===== src/rtl/sdram_test_pkg.sv =====
// Shared types and constants for the SDRAM pattern tester: FSM state encoding,
// LFSR tap mask (x^16+x^14+x^13+x^11+1), default seed and the LFSR step function.
package sdram_test_pkg;

  typedef enum logic [2:0] {
    IDLE   = 3'd0,
    WR_REQ = 3'd1,
    RD_REQ = 3'd2,
    PASS   = 3'd3,
    FAIL   = 3'd4
  } state_e;

  // Right-shifting Fibonacci form: feedback = xor of bits 0, 2, 3, 5, inserted at bit 15.
  localparam logic [15:0] LFSR_TAPS         = 16'h002D;
  localparam logic [15:0] LFSR_DEFAULT_SEED = 16'hACE1;

  function automatic logic [15:0] lfsr_next(input logic [15:0] cur);
    return {^(cur & LFSR_TAPS), cur[15:1]};
  endfunction

endpackage


===== src/rtl/sdram_lfsr.sv =====
// 16-bit pattern LFSR: load has priority over advance; holds otherwise.
module sdram_lfsr
  import sdram_test_pkg::*;
(
  input  logic        clk,
  input  logic        rst,
  input  logic        load,
  input  logic [15:0] seed,
  input  logic        advance,
  output logic [15:0] value
);

  logic [15:0] value_q, value_d;

  always_comb begin
    value_d = value_q;
    if (load) begin
      value_d = seed;
    end else if (advance) begin
      value_d = lfsr_next(value_q);
    end
  end

  // NOTE: sequential state uses non-blocking assignments so every flop samples
  // pre-edge values, independent of block ordering in simulation.
  always_ff @(posedge clk or posedge rst) begin
    if (rst) begin
      value_q <= LFSR_DEFAULT_SEED;
    end else begin
      value_q <= value_d;
    end
  end

  assign value = value_q;

endmodule


===== src/rtl/sdram_pattern_tester.sv =====
// SDRAM write/read-back pattern tester driving a controller host port.
// Optional SDRAM_TEST_ERRCNT_EN: adds err_cnt_o and keeps sweeping after mismatches.
module sdram_pattern_tester
  import sdram_test_pkg::*;
#(
  parameter int                ADDR_W     = 24,
  parameter int                DATA_W     = 16,
  parameter logic [ADDR_W-1:0] START_ADDR = '0,
  parameter logic [ADDR_W-1:0] END_ADDR   = {ADDR_W{1'b1}},
  parameter logic [15:0]       LFSR_SEED  = LFSR_DEFAULT_SEED,
  parameter int                TIMEOUT    = 1024
) (
  input  logic              master_clk_i,
  input  logic              rst_i,
  output logic              wr_o,
  output logic              rd_o,
  output logic [ADDR_W-1:0] addr_o,
  output logic [DATA_W-1:0] data_o,
  input  logic [DATA_W-1:0] data_i,
  input  logic              done_i,
  output logic              pass_o,
  output logic              fail_o,
  output logic              led_o
`ifdef SDRAM_TEST_ERRCNT_EN
  ,
  output logic [15:0]       err_cnt_o
`endif
);

  localparam int               TMO_W    = $clog2(TIMEOUT + 1);
  localparam logic [TMO_W-1:0] TMO_LAST = TMO_W'(TIMEOUT - 1);

  state_e            state_q, state_d;
  logic [ADDR_W-1:0] addr_q, addr_d;
  logic              gap_q, gap_d;
  logic [TMO_W-1:0]  tmo_q, tmo_d;
  logic              lfsr_load, lfsr_adv;
  logic [15:0]       lfsr_value;
  logic              req_active, op_done, op_timeout, last_addr, rd_mismatch;
`ifdef SDRAM_TEST_ERRCNT_EN
  logic [15:0]       err_q, err_d;
`endif

  sdram_lfsr u_lfsr (
    .clk    (master_clk_i),
    .rst    (rst_i),
    .load   (lfsr_load),
    .seed   (LFSR_SEED),
    .advance(lfsr_adv),
    .value  (lfsr_value)
  );

  // gap_q idles the request for one cycle after each done so the controller
  // sees a clean deassertion between back-to-back operations.
  assign req_active  = ((state_q == WR_REQ) || (state_q == RD_REQ)) && !gap_q;
  assign op_done     = req_active && done_i;
  assign op_timeout  = req_active && !done_i && (tmo_q == TMO_LAST);
  assign last_addr   = (addr_q == END_ADDR);
  assign rd_mismatch = (data_i != DATA_W'(lfsr_value));

  // NOTE: every variable gets a default at the top of always_comb; a path that
  // leaves one unassigned would infer a latch.
  always_comb begin
    state_d   = state_q;
    addr_d    = addr_q;
    gap_d     = 1'b0;
    tmo_d     = '0;
    lfsr_load = 1'b0;
    lfsr_adv  = 1'b0;
`ifdef SDRAM_TEST_ERRCNT_EN
    err_d     = err_q;
`endif
    if (req_active && !done_i) begin
      tmo_d = tmo_q + TMO_W'(1);
    end

    unique case (state_q)
      IDLE: begin
        addr_d    = START_ADDR;
        lfsr_load = 1'b1;
        state_d   = WR_REQ;
      end
      WR_REQ: begin
        if (op_timeout) begin
          state_d = FAIL;
        end else if (op_done) begin
          gap_d    = 1'b1;
          lfsr_adv = 1'b1;
          if (last_addr) begin
            addr_d    = START_ADDR;
            lfsr_load = 1'b1;
            state_d   = RD_REQ;
          end else begin
            addr_d = addr_q + ADDR_W'(1);
          end
        end
      end
      RD_REQ: begin
        if (op_timeout) begin
          state_d = FAIL;
        end else if (op_done) begin
          gap_d = 1'b1;
`ifdef SDRAM_TEST_ERRCNT_EN
          if (rd_mismatch && (err_q != 16'hFFFF)) begin
            err_d = err_q + 16'd1;
          end
          if (last_addr) begin
            state_d = ((err_q == 16'd0) && !rd_mismatch) ? PASS : FAIL;
          end else begin
            addr_d   = addr_q + ADDR_W'(1);
            lfsr_adv = 1'b1;
          end
`else
          if (rd_mismatch) begin
            state_d = FAIL;
          end else if (last_addr) begin
            state_d = PASS;
          end else begin
            addr_d   = addr_q + ADDR_W'(1);
            lfsr_adv = 1'b1;
          end
`endif
        end
      end
      PASS:    state_d = PASS;
      FAIL:    state_d = FAIL;
      default: state_d = IDLE;
    endcase
  end

  always_ff @(posedge master_clk_i or posedge rst_i) begin
    if (rst_i) begin
      state_q <= IDLE;
      addr_q  <= START_ADDR;
      gap_q   <= 1'b0;
      tmo_q   <= '0;
`ifdef SDRAM_TEST_ERRCNT_EN
      err_q   <= 16'd0;
`endif
    end else begin
      state_q <= state_d;
      addr_q  <= addr_d;
      gap_q   <= gap_d;
      tmo_q   <= tmo_d;
`ifdef SDRAM_TEST_ERRCNT_EN
      err_q   <= err_d;
`endif
    end
  end

  // Outputs decode registered state only, so reset clears them without waiting for a clock.
  assign wr_o   = (state_q == WR_REQ) && !gap_q;
  assign rd_o   = (state_q == RD_REQ) && !gap_q;
  assign addr_o = addr_q;
  assign data_o = (state_q == WR_REQ) ? DATA_W'(lfsr_value) : '0;
  assign pass_o = (state_q == PASS);
  assign fail_o = (state_q == FAIL);
  assign led_o  = pass_o;
`ifdef SDRAM_TEST_ERRCNT_EN
  assign err_cnt_o = err_q;
`endif

endmodule


===== config.mk =====
export PLATFORM = sky130hd
export DESIGN_NAME = sdram_pattern_tester
export DESIGN_NICKNAME = d
export VERILOG_FILES = /design/src/rtl/sdram_test_pkg.sv /design/src/rtl/sdram_lfsr.sv /design/src/rtl/sdram_pattern_tester.sv
export SDC_FILE = /design/constraint.sdc
export NUM_CORES = 1
export LEC_CHECK = 0
export CORE_ASPECT_RATIO = 0.7
export CORE_UTILIZATION = 57
export DETAILED_ROUTE_END_ITERATION = 8
export PLACE_DENSITY = 0.91
export SLEW_MARGIN = 20
export SYNTH_ARGS = -nofsm -noshare
export SYNTH_HDL_FRONTEND = slang
export SYNTH_SLANG_ARGS = --single-unit

===== constraint.sdc =====
create_clock -name master_clk_i -period 7.3 [get_ports master_clk_i]
set_clock_uncertainty 0.1 [all_clocks]
set_input_delay 2.19 -clock master_clk_i [delete_from_list [all_inputs] [get_ports master_clk_i]]
set_output_delay 2.19 -clock master_clk_i [all_outputs]
set_load 0.05 [all_outputs]

==> impl_metrics.xml <==
<?xml version="1.0" encoding="UTF-8"?>
<metrics>
  <group name="finish">
    <metric name="layoutNonFillerInstCount" unit="">524</metric>
    <metric name="num-nets-final" unit="">469</metric>
    <metric name="number_of_diodes_added_for_antenna_fixing" unit="">0</metric>
    <metric name="drive_above_1_share" unit="">0.0891</metric>
    <metric name="areaGrowthSynthToFinish" unit="%">20.1</metric>
  </group>
  <group name="floorplan">
    <metric name="io_pins" unit="">64</metric>
    <metric name="floorplan.core_area" unit="um^2">5840</metric>
    <metric name="die_footprint" unit="um^2">6480</metric>
    <metric name="die_y" unit="um">67.7</metric>
    <metric name="floorplan.die.width" unit="um">95.8</metric>
    <metric name="floorplan.initialDensity" unit="">0.601</metric>
    <metric name="std_cell_rows" unit="">23</metric>
  </group>
  <group name="worst_setup_path">
    <metric name="worstPathRequired" unit="ns">5.01</metric>
    <metric name="criticalPathCategory" unit="">reg2out</metric>
    <metric name="arrival" unit="ns">2.88</metric>
    <metric name="worst-path-max-fanout" unit="">20</metric>
    <metric name="worstSetupStartpointType" unit="">flop</metric>
    <metric name="critical_path.reg2reg.endpoint" unit="">u_lfsr.value[14]</metric>
    <metric name="timing.rr.start" unit="">addr_o[0]</metric>
    <metric name="critical_path.max_stage_delay" unit="ns">0.87</metric>
    <metric name="worstPathCellList" unit="">nor2_1 &gt; nand2_1 &gt; nor2_1 &gt; clkdlybuf4s50_1</metric>
    <metric name="endpoint_kind" unit="">primary output</metric>
    <metric name="worst_path_most_repeated_cell" unit="">nor2_1</metric>
    <metric name="cp_slowest_cell" unit="">nor2_1</metric>
    <metric name="ff2ff_setup_slack" unit="ns">4.22</metric>
    <metric name="worst_r2r_path_depth" unit="">8</metric>
  </group>
  <group name="global_route">
    <metric name="grt_first_pass_wirelength" unit="um">14000</metric>
    <metric name="first_global_vias" unit="">2905</metric>
    <metric name="grt_antenna_before_repair" unit="">0</metric>
    <metric name="pin_count_of_the_biggest_net_entering_global_routing" unit="">56</metric>
    <metric name="grt_overflow" unit="">0</metric>
    <metric name="total_global_routing_track_utilization" unit="">0.280</metric>
  </group>
  <group name="timing">
    <metric name="final.period_utilization" unit="">0.708</metric>
    <metric name="final_period_minus_worst_setup_slack" unit="ns">5.17</metric>
    <metric name="worst-slew-pin-transition" unit="ns">1.08</metric>
    <metric name="timing.slew.headroom" unit="">0.277</metric>
    <metric name="final_number_of_setup_violating_endpoints" unit="">0</metric>
    <metric name="grt_setup_unrepaired" unit="">false</metric>
    <metric name="hold_ws" unit="ns">0.391</metric>
    <metric name="report.final.slew_viol_count" unit="">0</metric>
    <metric name="report.final.hold_viol_count" unit="">0</metric>
    <metric name="timing.fmax" unit="MHz">193</metric>
    <metric name="setup-tns-final" unit="ns">0</metric>
  </group>
  <group name="routing">
    <metric name="drt_iter0_drc" unit="">287</metric>
    <metric name="drtAntennaViolNets" unit="">0</metric>
    <metric name="detail_route.first_pass.iterations" unit="">5</metric>
    <metric name="routed-via-count" unit="">3242</metric>
    <metric name="average_routed_wire_per_standard_cell" unit="um">16.4</metric>
    <metric name="detail_route.vias_per_cell" unit="">6.19</metric>
    <metric name="detail_route.wirelength" unit="um">8570</metric>
    <metric name="drcViolationCount" unit="">0</metric>
  </group>
  <group name="place">
    <metric name="gpl.final_weighted_congestion" unit="">0.886</metric>
    <metric name="port-buffer-count" unit="">63</metric>
    <metric name="detailed_place_hpwl" unit="um">6130</metric>
    <metric name="place_inst" unit="">515</metric>
  </group>
  <group name="clocking">
    <metric name="numClockSinks" unit="">55</metric>
    <metric name="tritoncts" unit="">built</metric>
    <metric name="number_of_gates_resized_after_cts" unit="">0</metric>
    <metric name="cts_made_buffers" unit="">5</metric>
    <metric name="clock_tree.htree_level_count" unit="">2</metric>
    <metric name="clock_path_buffers" unit="">2</metric>
    <metric name="cts_root_buffer" unit="">clkbuf_8</metric>
    <metric name="clkTransAtPathRegs" unit="ns">0.10</metric>
    <metric name="cts.hold.buffers_added" unit="">0</metric>
    <metric name="cts_setup_buffers" unit="">0</metric>
    <metric name="insertion_delay" unit="ns">0.31</metric>
  </group>
  <group name="worst_hold_path">
    <metric name="min_delay_worst_endpoint" unit="">tmo_q[0]</metric>
    <metric name="hold_start" unit="">tmo_q[0]</metric>
    <metric name="worst_hold_path_type" unit="">reg2reg</metric>
    <metric name="worstHoldPathCells" unit="">1</metric>
  </group>
  <group name="logic_synthesis">
    <metric name="post_synth_most_frequent_cells" unit="">nand2_1, dfrtp_1, nor2_1, xor2_1, and3_1</metric>
    <metric name="syn_inst" unit="">396</metric>
    <metric name="synth_area_leaders" unit="">dfrtp_1, nand2_1, dfstp_2</metric>
    <metric name="post_synth.cell_area_avg" unit="um^2">8.86</metric>
    <metric name="synth_fp_nets" unit="">417</metric>
    <metric name="postSynth.asyncResetShare" unit="">1.00</metric>
    <metric name="seq_area_frac_synth" unit="">0.395</metric>
    <metric name="yosys.cell_count.top_type" unit="">nand2_1</metric>
    <metric name="seq_cells_post_synth" unit="">55</metric>
    <metric name="post-synth-top-area-fraction" unit="">0.335</metric>
    <metric name="yosysWarnings" unit="">0</metric>
    <metric name="syn-cell-area" unit="um^2">3510</metric>
    <metric name="synthDominantAreaCellType" unit="">dfrtp_1</metric>
    <metric name="post_synth_edffs" unit="">0</metric>
    <metric name="ys_dominant_reg_cell" unit="">dfrtp_1</metric>
    <metric name="synth.distinct_cells" unit="">50</metric>
  </group>
  <group name="status">
    <metric name="status" unit="">finished clean</metric>
  </group>
  <group name="power_and_ir_drop">
    <metric name="p_leak" unit="nW">1.83</metric>
    <metric name="worst_ir_drop_on_vdd" unit="mV">0.212</metric>
    <metric name="cellPowerDensity" unit="nW/um^2">238</metric>
    <metric name="clkPwrFrac" unit="">0.174</metric>
    <metric name="seq_power_share" unit="">0.418</metric>
    <metric name="power_report.internal_total" unit="mW">0.587</metric>
    <metric name="switching_share" unit="">0.415</metric>
    <metric name="p_comb_frac" unit="">0.408</metric>
    <metric name="p_sw" unit="mW">0.416</metric>
  </group>
  <group name="run">
    <metric name="cap_viol_max_count" unit="">0</metric>
  </group>
</metrics>
state kept, by name, summed over array words and instances, names as in the netlist:
signal,flops
state_q,3
addr_o,24
u_lfsr.value,16
tmo_q,11
gap_q,1
critical path: cells and delay by family, from the launching register on:
family / cells / cell delay (ns)
buf+inv: 1 / 0.81
flops: 1 / 0.53
simple gates: 3 / 1.23
per-stage QoR:
| step | utilization | total power [mW] | area (um^2) | setup slack, ns |
|---|---|---|---|---|
| floorplan | - | 0.697 | 3510 | 2.95 |
| global placement | 0.703 | 0.815 | 4110 | 2.40 |
| detailed placement | 0.703 | 0.827 | 4110 | 2.33 |
| CTS | 0.719 | 1.00 | 4200 | 2.16 |
| global route | 0.722 | 1.05 | 4220 | 1.96 |
| finish | 0.722 | 1.00 | 4220 | 2.13 |
routing by layer:
metal | GRT usage | share of wire | vias up | wire length [um]
met2 | 0.438 | 0.44 | 183 | 3760
li1 | - | - | 1509 | -
met5 | 0 | 0 | - | 0
met1 | 0.403 | 0.45 | 1530 | 3850
met4 | 0.0522 | 0.015 | 0 | 132
met3 | 0.0597 | 0.096 | 20 | 825
cell families (layout without fill, tap and decap cells):
kind of cell | after synthesis | in the layout | synth area share
and+or+nand+nor | 200 | 200 | 0.298
AOI/OAI and AO/OA | 64 | 64 | 0.131
DFF | 55 | 55 | 0.395
buffers and inverters | 30 | 83 | 0.0496
xor gates and xnor gates | 26 | 26 | 0.0649
muxes | 19 | 19 | 0.0542
adders and majority gates | 2 | 2 | 0.00713
worst max path at each step:
stage	from	to	slack, ns	cells past startpoint
finish	state_q[2]	wr_o	2.13	4
global route	state_q[2]	wr_o	1.96	4
CTS	state_q[2]	wr_o	2.16	4
detailed placement	data_i[0]	addr_o[2]	2.33	7
global placement	data_i[14]	addr_o[2]	2.40	7
floorplan	state_q[0]	pass_o	2.95	4
cells in the final DEF, fill, tap and decap left out, types with 5 or more instances in the layout:
cell,n
clkdlybuf4s50_1,63
nand2_1,62
dfrtp_1,47
nor2_1,26
xor2_1,23
and3_1,20
mux2i_1,19
nand2b_1,17
o21ai_0,16
nand4_1,15
nand3_1,15
o21ai_2,13
a21oi_1,11
nor3_1,8
inv_1,8
dfstp_2,8
nor4_1,7
and2_1,7
clkbuf_8,6
and4_1,5
o211ai_1,5
or2b_1,5
layout make-up:
| type | count | area, um^2 |
|---|---|---|
| Multi-Input combinational cell | 311 | 1950 |
| Fill cell | 416 | 1630 |
| Sequential cell | 55 | 1390 |
| Timing Repair Buffer | 66 | 661 |
| Tap cell | 75 | 93.8 |
| Clock buffer | 7 | 86.3 |
| Inverter | 9 | 33.8 |
| Clock inverter | 1 | 5.00 |
power groups by stage:
stage	clock network [mW]	registers (mW)	logic (mW)
floorplan	0	0.440	0.257
global placement	0	0.420	0.395
detailed placement	0	0.424	0.403
CTS	0.175	0.419	0.407
global route	0.189	0.427	0.435
finish	0.174	0.420	0.409
Note: power is estimated with default switching activity, not from simulation.
